### config.mk
export PLATFORM = sky130hd
export DESIGN_NAME = dram_port_arbiter
export DESIGN_NICKNAME = d
export VERILOG_FILES = /design/src/rtl/cookie_mem_pkg.sv /design/src/rtl/arb_select.sv /design/src/rtl/dram_port_arbiter.sv
export SDC_FILE = /design/constraint.sdc
export NUM_CORES = 1
export LEC_CHECK = 0
export CAP_MARGIN = 0
export CORE_AREA = 2 2 91 93
export DETAILED_ROUTE_END_ITERATION = 12
export DIE_AREA = 0 0 93 95
export HOLD_SLACK_MARGIN = 0.06
export PLACE_DENSITY_LB_ADDON = 0.3
export SYNTH_ARGS = -nofsm -noshare
export SYNTH_HDL_FRONTEND = slang
export SYNTH_HIERARCHICAL = 1
export SYNTH_SLANG_ARGS = --single-unit
### constraint.sdc
create_clock -name main_clk -period 5.52 [get_ports main_clk]
set_clock_uncertainty 0.1 [all_clocks]
set_input_delay 0.552 -clock main_clk [delete_from_list [all_inputs] [get_ports main_clk]]
set_output_delay 0.552 -clock main_clk [all_outputs]
set_load 0.05 [all_outputs]
### src/rtl/cookie_mem_pkg.sv
// Types and sizes shared by the SDRAM port arbiter and the SDRAM controller.
package cookie_mem_pkg;

  localparam int unsigned NUM_REQ = 3;
  localparam int unsigned ADDR_W  = 25;
  localparam int unsigned DATA_W  = 16;
  localparam int unsigned LEN_W   = 4;

  typedef enum logic [1:0] {
    REQ_VGA = 2'd0,
    REQ_INS = 2'd1,
    REQ_DAT = 2'd2
  } req_id_t;

  typedef enum logic [1:0] {
    ARB_IDLE,
    ARB_ISSUE,
    ARB_BURST
  } arb_state_t;

endpackage

### src/rtl/arb_select.sv
// Owner pick: VGA has absolute priority; INS/DAT ties go to whichever did not win last.
module arb_select
  import cookie_mem_pkg::*;
(
  input  logic [NUM_REQ-1:0] req_valid,
  input  req_id_t            last_cpu,
  output req_id_t            pick,
  output logic               any
);

  always_comb begin
    pick = REQ_VGA;
    if (req_valid[REQ_VGA]) begin
      pick = REQ_VGA;
    end else if (req_valid[REQ_INS] && req_valid[REQ_DAT]) begin
      pick = (last_cpu == REQ_INS) ? REQ_DAT : REQ_INS;
    end else if (req_valid[REQ_INS]) begin
      pick = REQ_INS;
    end else if (req_valid[REQ_DAT]) begin
      pick = REQ_DAT;
    end
  end

  assign any = |req_valid;

endmodule

### src/rtl/dram_port_arbiter.sv
// Shares the SDRAM controller command port between VGA, instruction fetch and data
// clients; one burst in flight, data steered combinationally to the current owner.
module dram_port_arbiter #(
  parameter int unsigned ADDR_W = cookie_mem_pkg::ADDR_W,
  parameter int unsigned DATA_W = cookie_mem_pkg::DATA_W,
  parameter int unsigned LEN_W  = cookie_mem_pkg::LEN_W
) (
  input  logic                   main_clk,
  input  logic                   reset,
  input  logic [2:0]             req_valid,
  output logic [2:0]             req_ready,
  input  logic [2:0][ADDR_W-1:0] req_addr,
  input  logic [2:0]             req_write,
  input  logic [2:0][LEN_W-1:0]  req_len,
  input  logic [2:0][DATA_W-1:0] req_wr_data,
  output logic [2:0]             wr_accept,
  output logic [2:0]             rd_valid,
  output logic [DATA_W-1:0]      rd_data,
  output logic [2:0]             done,
  output logic                   mem_cmd_valid,
  input  logic                   mem_cmd_ready,
  output logic [ADDR_W-1:0]      mem_cmd_addr,
  output logic                   mem_cmd_write,
  output logic [LEN_W-1:0]       mem_cmd_len,
  output logic [DATA_W-1:0]      mem_wr_data,
  input  logic                   mem_wr_accept,
  input  logic                   mem_rd_valid,
  input  logic [DATA_W-1:0]      mem_rd_data,
  input  logic                   mem_done
);

  import cookie_mem_pkg::*;

  arb_state_t        state_q;
  req_id_t           owner_q;
  req_id_t           last_cpu_q;
  req_id_t           pick;
  logic              any;
  logic [ADDR_W-1:0] cmd_addr_q;
  logic              cmd_write_q;
  logic [LEN_W-1:0]  cmd_len_q;

  arb_select u_arb_select (
    .req_valid (req_valid),
    .last_cpu  (last_cpu_q),
    .pick      (pick),
    .any       (any)
  );

  always_ff @(posedge main_clk) begin
    if (reset) begin
      state_q     <= ARB_IDLE;
      owner_q     <= REQ_VGA;
      last_cpu_q  <= REQ_DAT;
      cmd_addr_q  <= '0;
      cmd_write_q <= 1'b0;
      cmd_len_q   <= '0;
    end else begin
      case (state_q)
        ARB_IDLE: begin
          if (any) begin
            owner_q     <= pick;
            cmd_addr_q  <= req_addr[pick];
            // The VGA fetcher only ever reads, whatever its write bit says.
            cmd_write_q <= req_write[pick] && (pick != REQ_VGA);
            cmd_len_q   <= req_len[pick];
            state_q     <= ARB_ISSUE;
          end
        end
        ARB_ISSUE: begin
          if (mem_cmd_ready) begin
            state_q <= ARB_BURST;
            if (owner_q != REQ_VGA) last_cpu_q <= owner_q;
          end
        end
        ARB_BURST: begin
          if (mem_done) state_q <= ARB_IDLE;
        end
        default: state_q <= ARB_IDLE;
      endcase
    end
  end

  assign mem_cmd_valid = (state_q == ARB_ISSUE);
  assign mem_cmd_addr  = cmd_addr_q;
  assign mem_cmd_write = cmd_write_q;
  assign mem_cmd_len   = cmd_len_q;

  // Controller-side strobes are only meaningful during the owner's burst.
  always_comb begin
    req_ready   = '0;
    wr_accept   = '0;
    rd_valid    = '0;
    done        = '0;
    rd_data     = '0;
    mem_wr_data = '0;
    if (state_q == ARB_ISSUE && mem_cmd_ready) begin
      req_ready[owner_q] = 1'b1;
    end
    if (state_q == ARB_BURST) begin
      mem_wr_data        = req_wr_data[owner_q];
      wr_accept[owner_q] = mem_wr_accept;
      rd_valid[owner_q]  = mem_rd_valid;
      rd_data            = mem_rd_data;
      done[owner_q]      = mem_done;
    end
  end

endmodule

==> results.txt, run 1 <==
The run finished with clean final reports. The final-report hold violation count came to 0. The achievable clock frequency is 0.260 GHz.

The slew at the pin closest to its max-slew limit is 1.05 ns. The max-cap check violation count is 0. In this design, the stage delay of the slowest critical-path cell is 0.91 ns. The number of buffers added for setup after CTS is 0.

The least setup slack across all paths after layout is 1.67 ns. The total routing usage reported by global routing came out at 20.3%. For this run, asynchronously set or reset flops after synthesis account for 0%.

The final route contains 3136 vias. The mean routed wirelength per cell is 15.3 um. The number of cells in the finished layout apart from fillers came out at 640. Cells with a size suffix above 1 make up 8.60% of the layout. The average footprint of a synthesized cell came out at 8.28 um2.

The number of instances in the synthesized netlist is 317. The Yosys step of the flow raised 6 warnings. The number of fill cells in the layout is 710. The cell sitting at the root of the clock tree is a sky130_fd_sc_hd__clkbuf_8. The aggregate global routing overflow came out at 0.

The detailed-placement wirelength estimate came out at 7.58 mm. Before CTS, the worst setup slack after placement is 1.91 ns. The total DRC errors in the routed layout is 0. sky130_fd_sc_hd__mux2i_1 is the most common cell in the netlist. Synthesis produced a netlist with a net count of 480.

The number of port buffers came out at 236. The area of the core region is 7930 um2. The post-route clock period utilization came out at 69.7%. Setup repair after global routing left no endpoint under its margin. The synthesis-stage register bit count came out at 36. The count of nets left with antenna violations after detail routing is 0. The final critical delay including setup and external delays is 3.85 ns. TritonCTS built the clock tree. CTS built an H-tree with a depth of 2. The total negative slack came out at 0 ns. The combined flip-flop and latch cell area is 721 um2.

The worst slew margin relative to its limit is 30.0%. The global-route wire length before repair is 14.6 mm. The worst setup path category is reg2out. The die is 93 um wide.

The data arrival time at the worst-slack endpoint is 3.20 ns. In the post-synthesis netlist, the biggest area contributors are sky130_fd_sc_hd__dfxtp_1, sky130_fd_sc_hd__mux2i_1, sky130_fd_sc_hd__a2bb2oi_1. Sequential elements use 27.5% of the synthesized area. The area of the multi-input gates is 1760 um2. The utilization of the core after routing came out at 64.7%. The weighted congestion at the end of routability-driven global placement is 0.778.

The row count came out at 33. The via count of the first global-routing pass came to 3012. The initial utilization of the core area, before any placement, comes to 33.1%. The signal on the critical path passes through nor2b_1, nand2_1, a21oi_1, clkdlybuf4s50_1. Power spread over the standard cell area amounts to 188 nW/um2. The clock latency reported for the late side of the worst-skew pair is 0.28 ns.

The post-cts sizing count came out at 0. The type of element capturing the critical path is an output port. The cell area after synthesis came out at 2620 um2. The number of sinks on the clock net came out at 36. The static power due to leakage is 1.86 nW. The first-pass iteration count of the detailed router is 4. The tightest hold path in the finished design has a slack of 0.397 ns.

After synthesis, the most frequently instantiated cells are sky130_fd_sc_hd__mux2i_1, sky130_fd_sc_hd__dfxtp_1, sky130_fd_sc_hd__nor2_1, sky130_fd_sc_hd__nand2_1, sky130_fd_sc_hd__a21oi_1. Setup violations remaining at the end of the flow were counted as 0. The maximum fanout encountered on the critical timing path is 25. The clock buffer count from CTS is 5. The predominant post-synthesis flop cell is sky130_fd_sc_hd__dfxtp_1. In this run, synthesis inferred 0 flip-flops with an integrated enable. STA classifies the critical path startpoint as a flip-flop.

The maximum number of buffers from clock root to sink is 2. The placed instance count is 632. The clock-pin slew on the worst setup and hold paths is 0.08 ns.

The detailed router finished its first iteration with 61 violations. The per-cell via count in the routed design is 4.90. The die outline area came out at 8840 um2. The final net count is 697. The pin count of the biggest net entering global routing came out at 39. The cell accounting for the most synthesized area is sky130_fd_sc_hd__dfxtp_1. Data on the critical path is required at its endpoint by 4.87 ns. The I/O pin count came out at 238.

The slowest stage of the critical path belongs to the cell sky130_fd_sc_hd__nor2b_1. In this run the vertical extent of the chip is 95 um. The area growth from synthesis to layout came out at 95.5%.

The post-detailed-routing wire length came out at 9.77 mm. The final-report max-slew violation count came out at 0. The number of buffers inserted for hold repair after clock tree synthesis came out at 0. After synthesis, the netlist uses 31 different library cells.

The min-delay analysis places its worst path in the category reg2reg. The initial antenna violation count came out at 0. The antenna diode count came out at 0. IR analysis of the VDD net gives a maximum drop of 116 uV. The proportion of netlist area held by the largest area contributor is 27.5%.
[cells by family (layout without fill, tap and decap cells)]
family,after synthesis,after routing,synth area share [%]
muxes,47,47,17.9
and+or+nand+nor,128,128,27.6
DFF,36,36,27.5
AOI/OAI and AO/OA,69,69,20.1
buffers and inverters,37,255,6.91
[power breakdown]
part	internal (W)	switching (W)	total (W)
combinational	0.000224	0.000239	0.000463
sequential	0.000289	0.0000177	0.000306
clock	0.0000997	0.0000941	0.000194
total	0.000612	0.000351	0.000963
[cell usage in the layout, fill, tap and decap left out, drive strengths merged, types with 6 or more instances in the layout]
cell,netlist,layout
clkdlybuf4s50,0,236
mux2i,47,47
dfxtp,36,36
nor2,30,30
nand2,21,21
a21oi,19,19
nor3,17,17
and2,16,16
or2,16,16
a2bb2oi,16,16
a211oi,16,16
nor3b,14,14
a311o,13,13
buf,23,7
clkbuf,10,6
[flip-flops by register name, indices dropped and copies added, names as in the netlist]
| register | cells |
|---|---|
| mem_cmd_addr | 25 |
| owner_q | 2 |
| state_q | 2 |
| last_cpu_q | 2 |
| mem_cmd_write | 1 |
| mem_cmd_len | 4 |
[critical path: cells and delay by family (launching register included)]
family          cells  cell delay (ns)
compound gates      1             0.23
buf+inv             1             0.84
flops               1             0.81
simple gates        2             1.04
[metal layers]
| layer | track usage [%] | part of all wire [%] | up-vias |
|---|---|---|---|
| met2 | 38.6 | 51 | 124 |
| li1 | - | - | 1576 |
| met1 | 22.0 | 39 | 1428 |
| met5 | 0 | 0 | - |
| met3 | 6.54 | 8.1 | 8 |
| met4 | 4.29 | 1.1 | 0 |
[through the flow]
step / total power (W) / area [um2]
2_1_floorplan: 0.000568 / 2620
3_3_place_gp: 0.000770 / 5040
3_5_place_dp: 0.000777 / 5040
4_1_cts: 0.000976 / 5130
5_1_grt: 0.00101 / 5130
6_report: 0.000963 / 5130
[final cells by class]
type / count / share of cell area (%)
Tap cell: 105 / 2.56
Inverter: 4 / 0.293
Sequential cell: 36 / 14.0
Clock inverter: 2 / 0.195
Timing Repair Buffer: 243 / 47.1
Multi-Input combinational cell: 244 / 34.2
Clock buffer: 6 / 1.61
[path summary, 6_finish.rpt]
| path | startpoint | to | slack (ns) | depth (start not counted) |
|---|---|---|---|---|
| max | owner_q[0] | mem_wr_data[1] | 1.67 | 4 |
| min | last_cpu_q[1] | last_cpu_q[1] | 0.40 | 1 |
| max reg2reg | last_cpu_q[0] | mem_cmd_addr[0] | 3.18 | 6 |
| min reg2reg | last_cpu_q[1] | last_cpu_q[1] | 0.40 | 1 |
Power figures use the tool's default switching activity.
==> run 2, diff against run 1 <==
Settings changed: CORE_AREA 2 2 91 93 to default, CORE_UTILIZATION from default to 32, DIE_AREA 0 0 93 95 to default.
Clock period 5.52 ns to 4 ns, I/O delays scaled along.
==> results.txt, run 2 (synthesis gave the netlist of run 1 again) <==
The area of all placed cells without fillers is 5210 um2 (+1.5%). The count of cells along the worst hold path is 2 (+1). The total DRC errors in the routed layout came out at 0 (unchanged). The antenna diode count came out at 0 (unchanged). Among all stages on the critical path, the largest delay is contributed by sky130_fd_sc_hd__nor2b_1. The share of power burned in the clock network came out at 29.6% (+9.5 points).

The root buffer cell chosen for the clock tree is sky130_fd_sc_hd__clkbuf_8. The largest stage delay on the critical path came out at 0.96 ns (+0.05 ns). STA classifies the critical path endpoint as an output port. The number of sinks on the clock net was 36 (unchanged).

The clock-pin slew on the worst setup and hold paths came to 0.08 ns (about the same). The max-cap check violation count is 0 (unchanged). The area growth from synthesis to layout came out at 98.5%. The combined flip-flop and latch cell area came out at 721 um2 (unchanged). The row count came to 32 (-3.0%). The global-route wire length before repair is 15.5 mm (+6.5%).

The first-pass iteration count of the detailed router is 4 (unchanged). The height of the die is 92.6 um (-2.6%). The weighted congestion at the end of routability-driven global placement came to 0.801 (+3.0%). The total routing usage reported by global routing is 22.7% (+2.4 points). The switching power share of the total was 32.5% (-3.9 points).

Timing would allow up to 0.294 GHz. The clock buffer count from CTS is 5 (unchanged). The sequential cell fraction of total power came out at 27.8% (-4.0 points). The mean routed wirelength per cell is 15.5 um (+1.6%). Setup repair after global routing left no endpoint under its margin.

The final critical delay including setup and external delays is 3.41 ns. The number of buffers added for setup after CTS came out at 0 (unchanged). The worst slew margin relative to its limit came to 22.6% (-7.4 points).

The most common cell after layout, fill and taps aside is sky130_fd_sc_hd__clkdlybuf4s50_1. The logic gate share of total power is 42.6% (-5.5 points). The via count of the first global-routing pass is 3282 (+9.0%).

The maximum level of the CTS H-tree is 2 (unchanged). The critical path required time was 3.50 ns (-1.37 ns). The total negative slack is 0 ns (unchanged).

The class of the tightest hold or removal check is reg2reg. The aggregate global routing overflow is 0 (unchanged). The via total after detailed routing came out at 3175 (+1.2%).

The final-report hold violation count came out at 0 (unchanged). The final setup violation count is 0 (unchanged). The layout cell share with drive strength beyond 1 is 8.94% (+0.34 points). The flow ran to the end, and the final reports show no timing, DRC or antenna violations. The area of the core region came out at 7850 um2 (-1.0%).

The die extent in x came to 92.6 um (-0.48%). The post-route clock period utilization came out at 85.1%. The maximum vdd ir drop is 218 uV (+88%).

By startpoint and endpoint, the worst setup path is classified as reg2out. The length in cells of the worst reg-to-reg path was 6 (unchanged). The slew at the pin closest to its max-slew limit came out at 1.16 ns (+0.111 ns). The die outline area is 8570 um2 (-3.1%).

The post-cts sizing count came out at 0 (unchanged). TritonCTS built the clock tree. The maximum number of buffers from clock root to sink was 2 (unchanged). The number of fill cells in the layout was 662 (-6.8%). The initial antenna violation count is 0 (unchanged). The library cells used most frequently in the layout, excluding fill and tap cells, are sky130_fd_sc_hd__clkdlybuf4s50_1, sky130_fd_sc_hd__mux2i_1, sky130_fd_sc_hd__dfxtp_1, sky130_fd_sc_hd__nor2_1, sky130_fd_sc_hd__nand2_1. The number of buffers inserted for hold repair after clock tree synthesis came out at 0 (unchanged).

The worst slack at placement came to 0.898 ns (-1.01 ns). The data arrival time at the worst-slack endpoint is 2.91 ns (-0.29 ns). The number of port buffers came out at 236 (unchanged). Walking the worst path, the cells encountered are nor2b_1, nand2_1, a21oi_1, clkdlybuf4s50_1.

The I/O pin count is 238 (unchanged). The detailed-placement wirelength estimate came to 7.81 mm (+3.0%). The utilization of the core after routing is 66.4% (+1.6 points).

The worst setup path is launched from a flip-flop. The final net count is 699 (+0.29%). The number of design-rule violations left by the first detailed-router iteration came to 76 (+25%).

The static power due to leakage is 1.90 nW (+2.0%). The clock latency reported for the late side of the worst-skew pair is 0.28 ns (about the same). The per-cell via count in the routed design came out at 4.97 (+1.4%). The count of nets left with antenna violations after detail routing came out at 0 (unchanged). The power dissipated by switching net loads came out at 0.000492 W (+40%). The power density relative to cell area came out at 291 nW/um2 (+55%). The placed instance area is 5050 um2 (+0.22%). The area of the multi-input gates is 1760 um2 (unchanged). The least setup slack across all paths after layout is 0.595 ns (-1.08 ns). The final-report max-slew violation count came out at 0 (unchanged). The number of flip-flops in the largest register is 25 (unchanged). The pin count of the biggest net entering global routing is 37 (-5.1%).

The cell-internal power is 0.00102 W (+67%). The post-detailed-routing wire length is 9.91 mm (+1.5%). The maximum fanout encountered on the critical timing path is 16 (-36%). The initial core utilization came to 33.4% (+0.34 points).
-- run 2: cell types whose count changed in the layout (fill, tap and decap cells not counted) --
cell,before,now
sky130_fd_sc_hd__buf_4,7,9
sky130_fd_sc_hd__bufinv_16,0,3
sky130_fd_sc_hd__clkbuf_8,6,5
sky130_fd_sc_hd__clkinv_2,2,0
-- run 2: final timing paths --
check | from | to | slack, ns
setup / recovery | owner_q[1] | mem_wr_data[3] | 0.59
hold reg to reg | mem_cmd_addr[17] | mem_cmd_addr[17] | 0.40
setup reg to reg | last_cpu_q[0] | mem_cmd_addr[24] | 1.63
hold / removal | mem_cmd_addr[17] | mem_cmd_addr[17] | 0.40
-- run 2: stage by stage --
step	hold WS (ns)	total power, W	std cells
floorplan	0.349	0.000784	317
global placement	0.384	0.00106	631
detailed placement	0.391	0.00108	631
CTS	0.401	0.00153	639
global route	0.416	0.00158	639
finish	0.400	0.00151	639
-- run 2: layer usage --
metal / global-route usage (%) / share of wire [%]
met1: 23.2 / 37
met2: 43.4 / 52
met3: 7.72 / 8.9
met4: 6.25 / 1.8
met5: 0 / 0
-- run 2: cell type report --
| cell class | count | share of cell area [%] |
|---|---|---|
| multi-input cells | 244 | 33.7 |
| well taps | 102 | 2.45 |
| inverters | 4 | 0.288 |
| clock inverters | 3 | 1.73 |
| repair buffers | 245 | 46.7 |
| flip-flops and latches | 36 | 13.8 |
| clock buffers | 5 | 1.32 |
-- run 2: critical path, delay by kind of cell (launching register included) --
family	cells	cell delay (ns)
buf+inv	1	0.85
flops	1	0.48
compound gates	1	0.22
simple gates	2	1.07
-- run 2: power groups by stage --
stage                     sequential, W  combinational, W  clock [W]
after floorplan                0.000553          0.000232          0
after global placement         0.000426          0.000637          0
after detailed placement       0.000429          0.000646          0
after CTS                      0.000422          0.000649   0.000457
after global routing           0.000426          0.000682   0.000474
final                          0.000421          0.000644   0.000448
==> run 3, diff against run 2 <==
Settings changed: CAP_MARGIN 0 to 20.
==> results of run 3 <==
Same layout as run 2: the final DEF is identical, and so are final timing and power.
